File: src/rtl/ssd_scan_ctrl.sv
`default_nettype none
// ============================================================================
// Module      : ssd_scan_ctrl
// Description : Time-multiplexed scan controller for a common-anode 7-segment
//               display, with frame-synchronous double-buffered contents.
// Revision    : 1.0 - initial release
// ============================================================================
module ssd_scan_ctrl #(
    parameter int DIGITS      = 4,
    parameter int DWELL       = 50000,
    parameter int GAP         = 500,
    parameter int LZ_SUPPRESS = 0
) (
    input  logic                  clk,
    input  logic                  rst,
    input  logic                  enable,
    input  logic                  wr,
    input  logic [4*DIGITS-1:0]   wr_data,
    input  logic [DIGITS-1:0]     wr_blank,
    output logic                  wr_ready,
    output logic [3:0]            nibble,
    output logic [DIGITS-1:0]     digit_n,
    output logic                  frame_done
);

    localparam int c_IW   = (DIGITS > 1) ? $clog2(DIGITS) : 1;
    localparam int c_CMAX = (DWELL > GAP) ? DWELL : GAP;
    localparam int c_CW   = (c_CMAX > 1) ? $clog2(c_CMAX) : 1;

    localparam logic [c_IW-1:0] c_LAST      = c_IW'(DIGITS - 1);
    localparam logic [c_CW-1:0] c_DWELL_END = c_CW'(DWELL - 1);
    localparam logic [c_CW-1:0] c_GAP_END   = c_CW'(GAP - 1);

    localparam logic [1:0] S_IDLE = 2'd0;
    localparam logic [1:0] S_ON   = 2'd1;
    localparam logic [1:0] S_GAP  = 2'd2;

    logic [1:0]            r_state;
    logic [c_IW-1:0]       r_idx;
    logic [c_CW-1:0]       r_cnt;
    logic [4*DIGITS-1:0]   r_act_data;
    logic [DIGITS-1:0]     r_act_blank;
    logic [4*DIGITS-1:0]   r_pend_data;
    logic [DIGITS-1:0]     r_pend_blank;
    logic                  r_pend_valid;

    logic [1:0]            w_state_nxt;
    logic [c_IW-1:0]       w_idx_nxt;
    logic [c_CW-1:0]       w_cnt_nxt;
    logic                  w_frame_end;
    logic                  w_commit;
    logic                  w_accept;
    logic                  w_upper_zero;
    logic                  w_cur_blank;
    logic                  w_suppress;

    always_ff @(posedge clk) begin
        if (rst) begin
            r_state      <= S_IDLE;
            r_idx        <= '0;
            r_cnt        <= '0;
            r_act_data   <= '0;
            r_act_blank  <= '1;
            r_pend_data  <= '0;
            r_pend_blank <= '0;
            r_pend_valid <= 1'b0;
        end else begin
            r_state <= w_state_nxt;
            r_idx   <= w_idx_nxt;
            r_cnt   <= w_cnt_nxt;
            // Commit and capture are exclusive: capture needs an empty pending buffer.
            if (w_commit) begin
                r_act_data   <= r_pend_data;
                r_act_blank  <= r_pend_blank;
                r_pend_valid <= 1'b0;
            end else if (w_accept) begin
                r_pend_data  <= wr_data;
                r_pend_blank <= wr_blank;
                r_pend_valid <= 1'b1;
            end
        end
    end

    always_comb begin
        w_state_nxt = r_state;
        w_idx_nxt   = r_idx;
        w_cnt_nxt   = r_cnt;
        w_frame_end = 1'b0;
        case (r_state)
            S_IDLE: begin
                if (enable) begin
                    w_state_nxt = S_ON;
                    w_idx_nxt   = '0;
                    w_cnt_nxt   = '0;
                end
            end
            S_ON: begin
                if (r_cnt == c_DWELL_END) begin
                    w_state_nxt = S_GAP;
                    w_cnt_nxt   = '0;
                end else begin
                    w_cnt_nxt = r_cnt + c_CW'(1);
                end
            end
            S_GAP: begin
                if (r_cnt == c_GAP_END) begin
                    w_cnt_nxt = '0;
                    if (r_idx == c_LAST) begin
                        w_frame_end = 1'b1;
                        w_idx_nxt   = '0;
                    end else begin
                        w_idx_nxt = r_idx + c_IW'(1);
                    end
                    if (enable) begin
                        w_state_nxt = S_ON;
                    end else begin
                        w_state_nxt = S_IDLE;
                        w_idx_nxt   = '0;
                    end
                end else begin
                    w_cnt_nxt = r_cnt + c_CW'(1);
                end
            end
            default: begin
                w_state_nxt = S_IDLE;
                w_idx_nxt   = '0;
                w_cnt_nxt   = '0;
            end
        endcase
    end

    assign w_commit   = r_pend_valid && (w_frame_end || (r_state == S_IDLE));
    assign w_accept   = wr && !r_pend_valid;
    assign wr_ready   = !r_pend_valid;
    assign frame_done = w_frame_end;

    always_comb begin
        nibble       = 4'h0;
        w_cur_blank  = 1'b0;
        w_upper_zero = 1'b1;
        for (int i = 0; i < DIGITS; i++) begin
            if (r_idx == c_IW'(i)) begin
                nibble      = r_act_data[4*i +: 4];
                w_cur_blank = r_act_blank[i];
            end
            // Leading-zero test covers the current digit and everything above it.
            if ((c_IW'(i) >= r_idx) && (r_act_data[4*i +: 4] != 4'h0)) begin
                w_upper_zero = 1'b0;
            end
        end
    end

    assign w_suppress = (LZ_SUPPRESS != 0) && (r_idx != '0) && w_upper_zero;

    always_comb begin
        digit_n = '1;
        for (int i = 0; i < DIGITS; i++) begin
            if ((r_state == S_ON) && (r_idx == c_IW'(i)) && !w_cur_blank && !w_suppress) begin
                digit_n[i] = 1'b0;
            end
        end
    end

endmodule
`default_nettype wire
File: config.mk
export PLATFORM = sky130hd
export DESIGN_NAME = ssd_scan_ctrl
export DESIGN_NICKNAME = d
export VERILOG_FILES = /design/src/rtl/ssd_scan_ctrl.sv
export SDC_FILE = /design/constraint.sdc
export NUM_CORES = 1
export LEC_CHECK = 0
export BUFFER_PORTS_ARGS = -buffer_cell sky130_fd_sc_hd__buf_2
export CORE_AREA = 2 2 68 86
export DETAILED_ROUTE_END_ITERATION = 16
export DIE_AREA = 0 0 70 88
export GPL_TIMING_DRIVEN = 0
export PLACE_DENSITY = 0.83
export SLEW_MARGIN = 20
export SYNTH_ARGS = -nofsm -noshare
export SYNTH_HDL_FRONTEND = slang
export SYNTH_SLANG_ARGS = --single-unit
File: constraint.sdc
create_clock -name clk -period 2.7 [get_ports clk]
set_input_delay 0.54 -clock clk [delete_from_list [all_inputs] [get_ports clk]]
set_output_delay 0.54 -clock clk [all_outputs]
set_load 0.02 [all_outputs]
==> Yosys cells after proc, flatten, opt, wreduce, memory -nomap -nowiden <==
Cells that the tools add are included.
{ "word_totals": {"register_bits": 61, "wordCells": 70} }
{ "op_classes": {"mux": 29, "n_bitwise": 2, "reduce_logical": 19, "n_eq_ne": 10, "add_sub_neg": 2} }
{ "op_table": {"columns": ["operator", "count"], "rows": [
  ["two-way mux 16 bit", 3],
  ["case mux 16 bit (3 select lines)", 1],
  ["adder 16 x 1 -> 16 bit, second input constant", 1],
  ["== test 16 bit, second input constant", 1],
  ["== test 16 x 9 -> 1 bit, second input constant", 1],
  ["two-way mux 4 bit", 4],
  ["two-way mux 2 bit", 7],
  ["two-way mux 1 bit", 12],
  ["case mux 2 bit (3 select lines)", 2],
  ["logical AND 1 bit", 10],
  ["== test 2 bit, second input constant", 3],
  ["!= test 2 bit, second input constant", 3],
  ["AND reduction 3 bit", 2],
  ["== test 2 x 1 -> 1 bit, second input constant", 2],
  ["zero test 2 bit", 2],
  ["adder 2 x 1 -> 2 bit, second input constant", 1],
  ["zero test 1 bit", 2],
  ["NOT 1 bit", 2],
  ["AND reduction 2 bit", 1],
  ["OR reduction 2 bit", 1],
  ["logical OR 1 bit", 1]
]} }

==> Logic depth before layout (Yosys ltp) <==
{ "logic_depth": {"depth_word": 8, "depth_mapped": 8, "mapped_depth_nobuf": 7} }

==> Least setup slack after synthesis <==
OpenSTA, ideal clock, no wires.
{ "synth_timing": {"kind": "reg2out", "startpoint": "register r_cnt[10]", "endpoint": "output port frame_done", "path_stages_with_launch": 4, "required_ns": 2.160, "path_slack_ns": 0.539, "t_arrival_ns": 1.621, "path_cell_list": "dfxtp_1 or4_4 nor4_4 and3_2"} }
{ "synth_between": {"elab_chain_len": 3} }
{ "synth_lines": {"columns": ["item", "line", "text"], "rows": [
  ["start, declared", "40", "logic [c_CW-1:0] r_cnt;"],
  ["start signal, assigned", "70", "r_cnt <= w_cnt_nxt;"],
  ["== test 16 x 9 -> 1 bit", "106", "if (r_cnt == c_GAP_END) begin"],
  ["two-way mux 1 bit", "106", null],
  ["two-way mux 1 bit", "89", "case (r_state)"],
  ["end, declared", "23", "output logic frame_done"]
]} }
Every way passes these cells.

==> Worst setup path after layout <==
{ "layout_timing": {"startpoint": "register r_idx[1]", "endpoint": "output port nibble[0]"} }
{ "layout_between": {"elab_chain_len": 5} }
{ "layout_lines": {"columns": ["item", "line", "text"], "rows": [
  ["start, declared", "39", "logic [c_IW-1:0] r_idx;"],
  ["start signal, assigned", "69", "r_idx <= w_idx_nxt;"],
  ["zero test 2 bit", "142", "if (r_idx == c_IW'(i)) begin"],
  ["two-way mux 4 bit (3 in a row)", "142", null],
  ["two-way mux 4 bit *", "142", null],
  ["end, declared", "21", "output logic [3:0] nibble,"]
]} }
Every way passes the cells marked *; elsewhere a longest branch is shown, timed or not.

==> results.toml <==
[run_status]
status = "finished clean"

[setup_path]
critPathKind = "flip-flop to output port"
endpoint_kind = "output port"
worstPathRequired_ns = 2.16
cp_cell_sequence = "inv_1 > ha_1 > buf_2 > nand3b_1 > a21oi_1 > a21oi_1 > o21ai_0 > buf_2"
slowest_delay_ns = 0.36
crit_arrival_ns = 2.00
cpMaxStageDelayCell = "dfxtp_1"
crit_fanout = 10
start_kind = "flip-flop"
critical_path_buf_inv_count = 3
crit_family = "compound AO/OA/AOI/OAI gates"

[clock_tree]
cts_inserted_buffers = 9
cts_root_buf = "clkbuf_8"
clock_latency_ns = 0.35
h-tree-depth = 3
clock_path_buffers = 2
cts_sinks = 61
ctsHoldBuffers = 0
clk_pin_slew_ns = 0.07
cts_tree = "yes"

[yosys]
synthCells = 354
synth-compound-area-share_pct = 20.8
yosys.area.top_type = "dfxtp_1"
synthArstFlopShare_pct = 0
synth_edf_count = 0
syn_nets = 387
yosysWarnings = 0
synth_commonest_cells = "nand2_1 (65), dfxtp_1 (61), a21oi_1 (53)"
ys_types = 47
yosys_most_used_dff = "dfxtp_1"
syn_area_sq_um = 2890
seq_area_frac_synth_pct = 42.3
synth-xor-area-share_pct = 2.12
syn_area_per_cell_sq_um = 8.15
synthMuxAreaShare_pct = 0.390
synth_top_area_share_pct = 42.3
synth-simple-area-share_pct = 26.1
yosysMostFrequentCell = "nand2_1"
yosys_register_bits = 61
synth-adder-area-share_pct = 3.90
synth_top_family_by_area = "simple AND/OR/NAND/NOR gates"
synthTopCellsByArea = "dfxtp_1 (42%), a21oi_1 (9.2%), nand2_1 (8.5%), nand3b_1 (6.0%), o21ai_0 (4.0%)"

[floorplan]
dieWidth_um = 70
ios = 34
initial_core_util_pct = 54.2
die_area_sq_um = 6160
core.rowCount = 30
coreArea_sq_um = 5330
die_h_um = 88

[power_and_ir_drop]
powerDensity_nw_per_um2 = 651
total_leakage_power_nw = 1.21
peakVddDrop_mv = 0.466

[route]
routedWlPerCell_um = 13.5
vias = 2649
via_per_inst = 5.66
antenna_left = 0
routed_wl_um = 6300
firstDrtPassIters = 4
drt-initial-drc-count = 152
post-route-drc-count = 0

[grt]
grt_start_max_net_pins = 12
grt_antenna_before_repair = 0
grt_overflow_total = 0
grt_pass1_vias = 2482
grtUsageTotal_pct = 22.3
grt_pass1_wl_um = 10900

[layout]
post-route-util_pct = 63.3
regArea_sq_um = 1220
layout-drive-gt1-share_pct = 16.8
diodes = 0
fillCellCount = 463
final_nets = 432
area_growth_pct = 16.9
multi_input_area_sq_um = 1550

[timing]
hold_violations = 0
rsz0062_at_grt = "false"
tightest_slew_ns = 0.471
timing.final.max_slew_violations = 0
setup_viol = 0
final.setup_skew_ns = 0.00710
finalCritPeriodShare_pct = 94.1
max_freq_mhz = 394
finalSetupTns_ns = 0
slew_headroom_pct = 68.3
period_needed_ns = 2.54

[placement]
place.gp.congestion = 0.811
post-dp-hpwl_um = 4620
numPortBuffers = 33

[run]
maxCapViolCount = 0

[worst_hold_path]
worstHoldPathType = "input pin to flip-flop"
## stage by stage
step                setup slack (ns)  hold WS, ns  cell area, sq um  cells  power [mW]
floorplan                      0.539        0.435              2890    354        1.21
global route                  0.0221        0.415              3370    468        2.29
detailed placement             0.253        0.449              3130    451        1.30
finish                         0.160        0.421              3370    468        2.20
global placement               0.290        0.443              3130    451        1.29
CTS                           0.0258        0.419              3360    468        2.20
## report_power, final
group,internal [mW],switching (mW)
logic,0.129,0.192
clock network,0.542,0.373
registers,0.939,0.0223
total,1.61,0.587
## worst min-delay path, delay by kind of cell
kind	cells	cell delay, ns
buffers and inverters	1	0.09
and+or+nand+nor	1	0.04
AOI/OAI and AO/OA	1	0.05
## flip-flops by register name, summed over array words and instances, names as in the netlist
name	count
r_pend_valid	1
r_idx	2
r_state	2
r_cnt	16
r_act_data	16
r_pend_blank	4
r_pend_data	16
r_act_blank	4
## cell families (layout without fill, tap and decap cells)
logic type / Yosys count / in the layout
AND/OR/NAND/NOR: 141 / 141
AO/OA/AOI/OAI: 103 / 103
flip-flops: 61 / 61
buffers and inverters: 32 / 82
adder cells (fa/ha/maj): 9 / 9
XOR/XNOR: 7 / 7
multiplexers: 1 / 1
## what timing repair did
item                                    CTS  global route
gates resized for setup                   0             8
pin swaps                                 1             1
setup buffers                             1             0
endpoints found under the setup margin    1             5
## path summary, 6_finish.rpt
path,start,end,slack (ns),cells past startpoint
worst max-delay path,r_idx[1],nibble[0],0.16,8
worst min register to register,r_pend_data[15],r_pend_data[15],0.46,2
worst max register to register,r_cnt[9],r_act_data[4],0.30,8
worst min-delay path,wr_blank[1],r_pend_blank[1],0.42,3
## routing by layer
layer  routed length, um  up-vias  global-route usage, %
met5                   0        -                      0
met4                 260        0                   14.5
met3                 246       27                   5.29
met2                3160       58                   39.7
met1                2640     1215                   23.8
li1                    -     1349                      -
## cells in the final DEF, fill, tap and decap left out, drive strengths merged, types with 4 or more instances in the layout
cell type and n:
clkbuf 26, o21a 4, ha 9, xor2 5
a211o 4, buf 41, nand2b 5, a21oi 53
nand3b 23, dfxtp 61, inv 9, nand3 8
o21ai 23, nor2 14, nand4 4, nand2 65
o31ai 4
## final cells by class
class                           count  share of cell area [%]
Inverter                            9                    1.00
Sequential cell                    61                    36.2
Multi-Input combinational cell    261                    45.8
Tap cell                           64                    2.37
Timing Repair Buffer               34                    5.12
Clock inverter                      6                    2.56
Clock buffer                       10                    4.08
Buffer                             23                    2.86
Note: power is estimated with default switching activity, not from simulation.
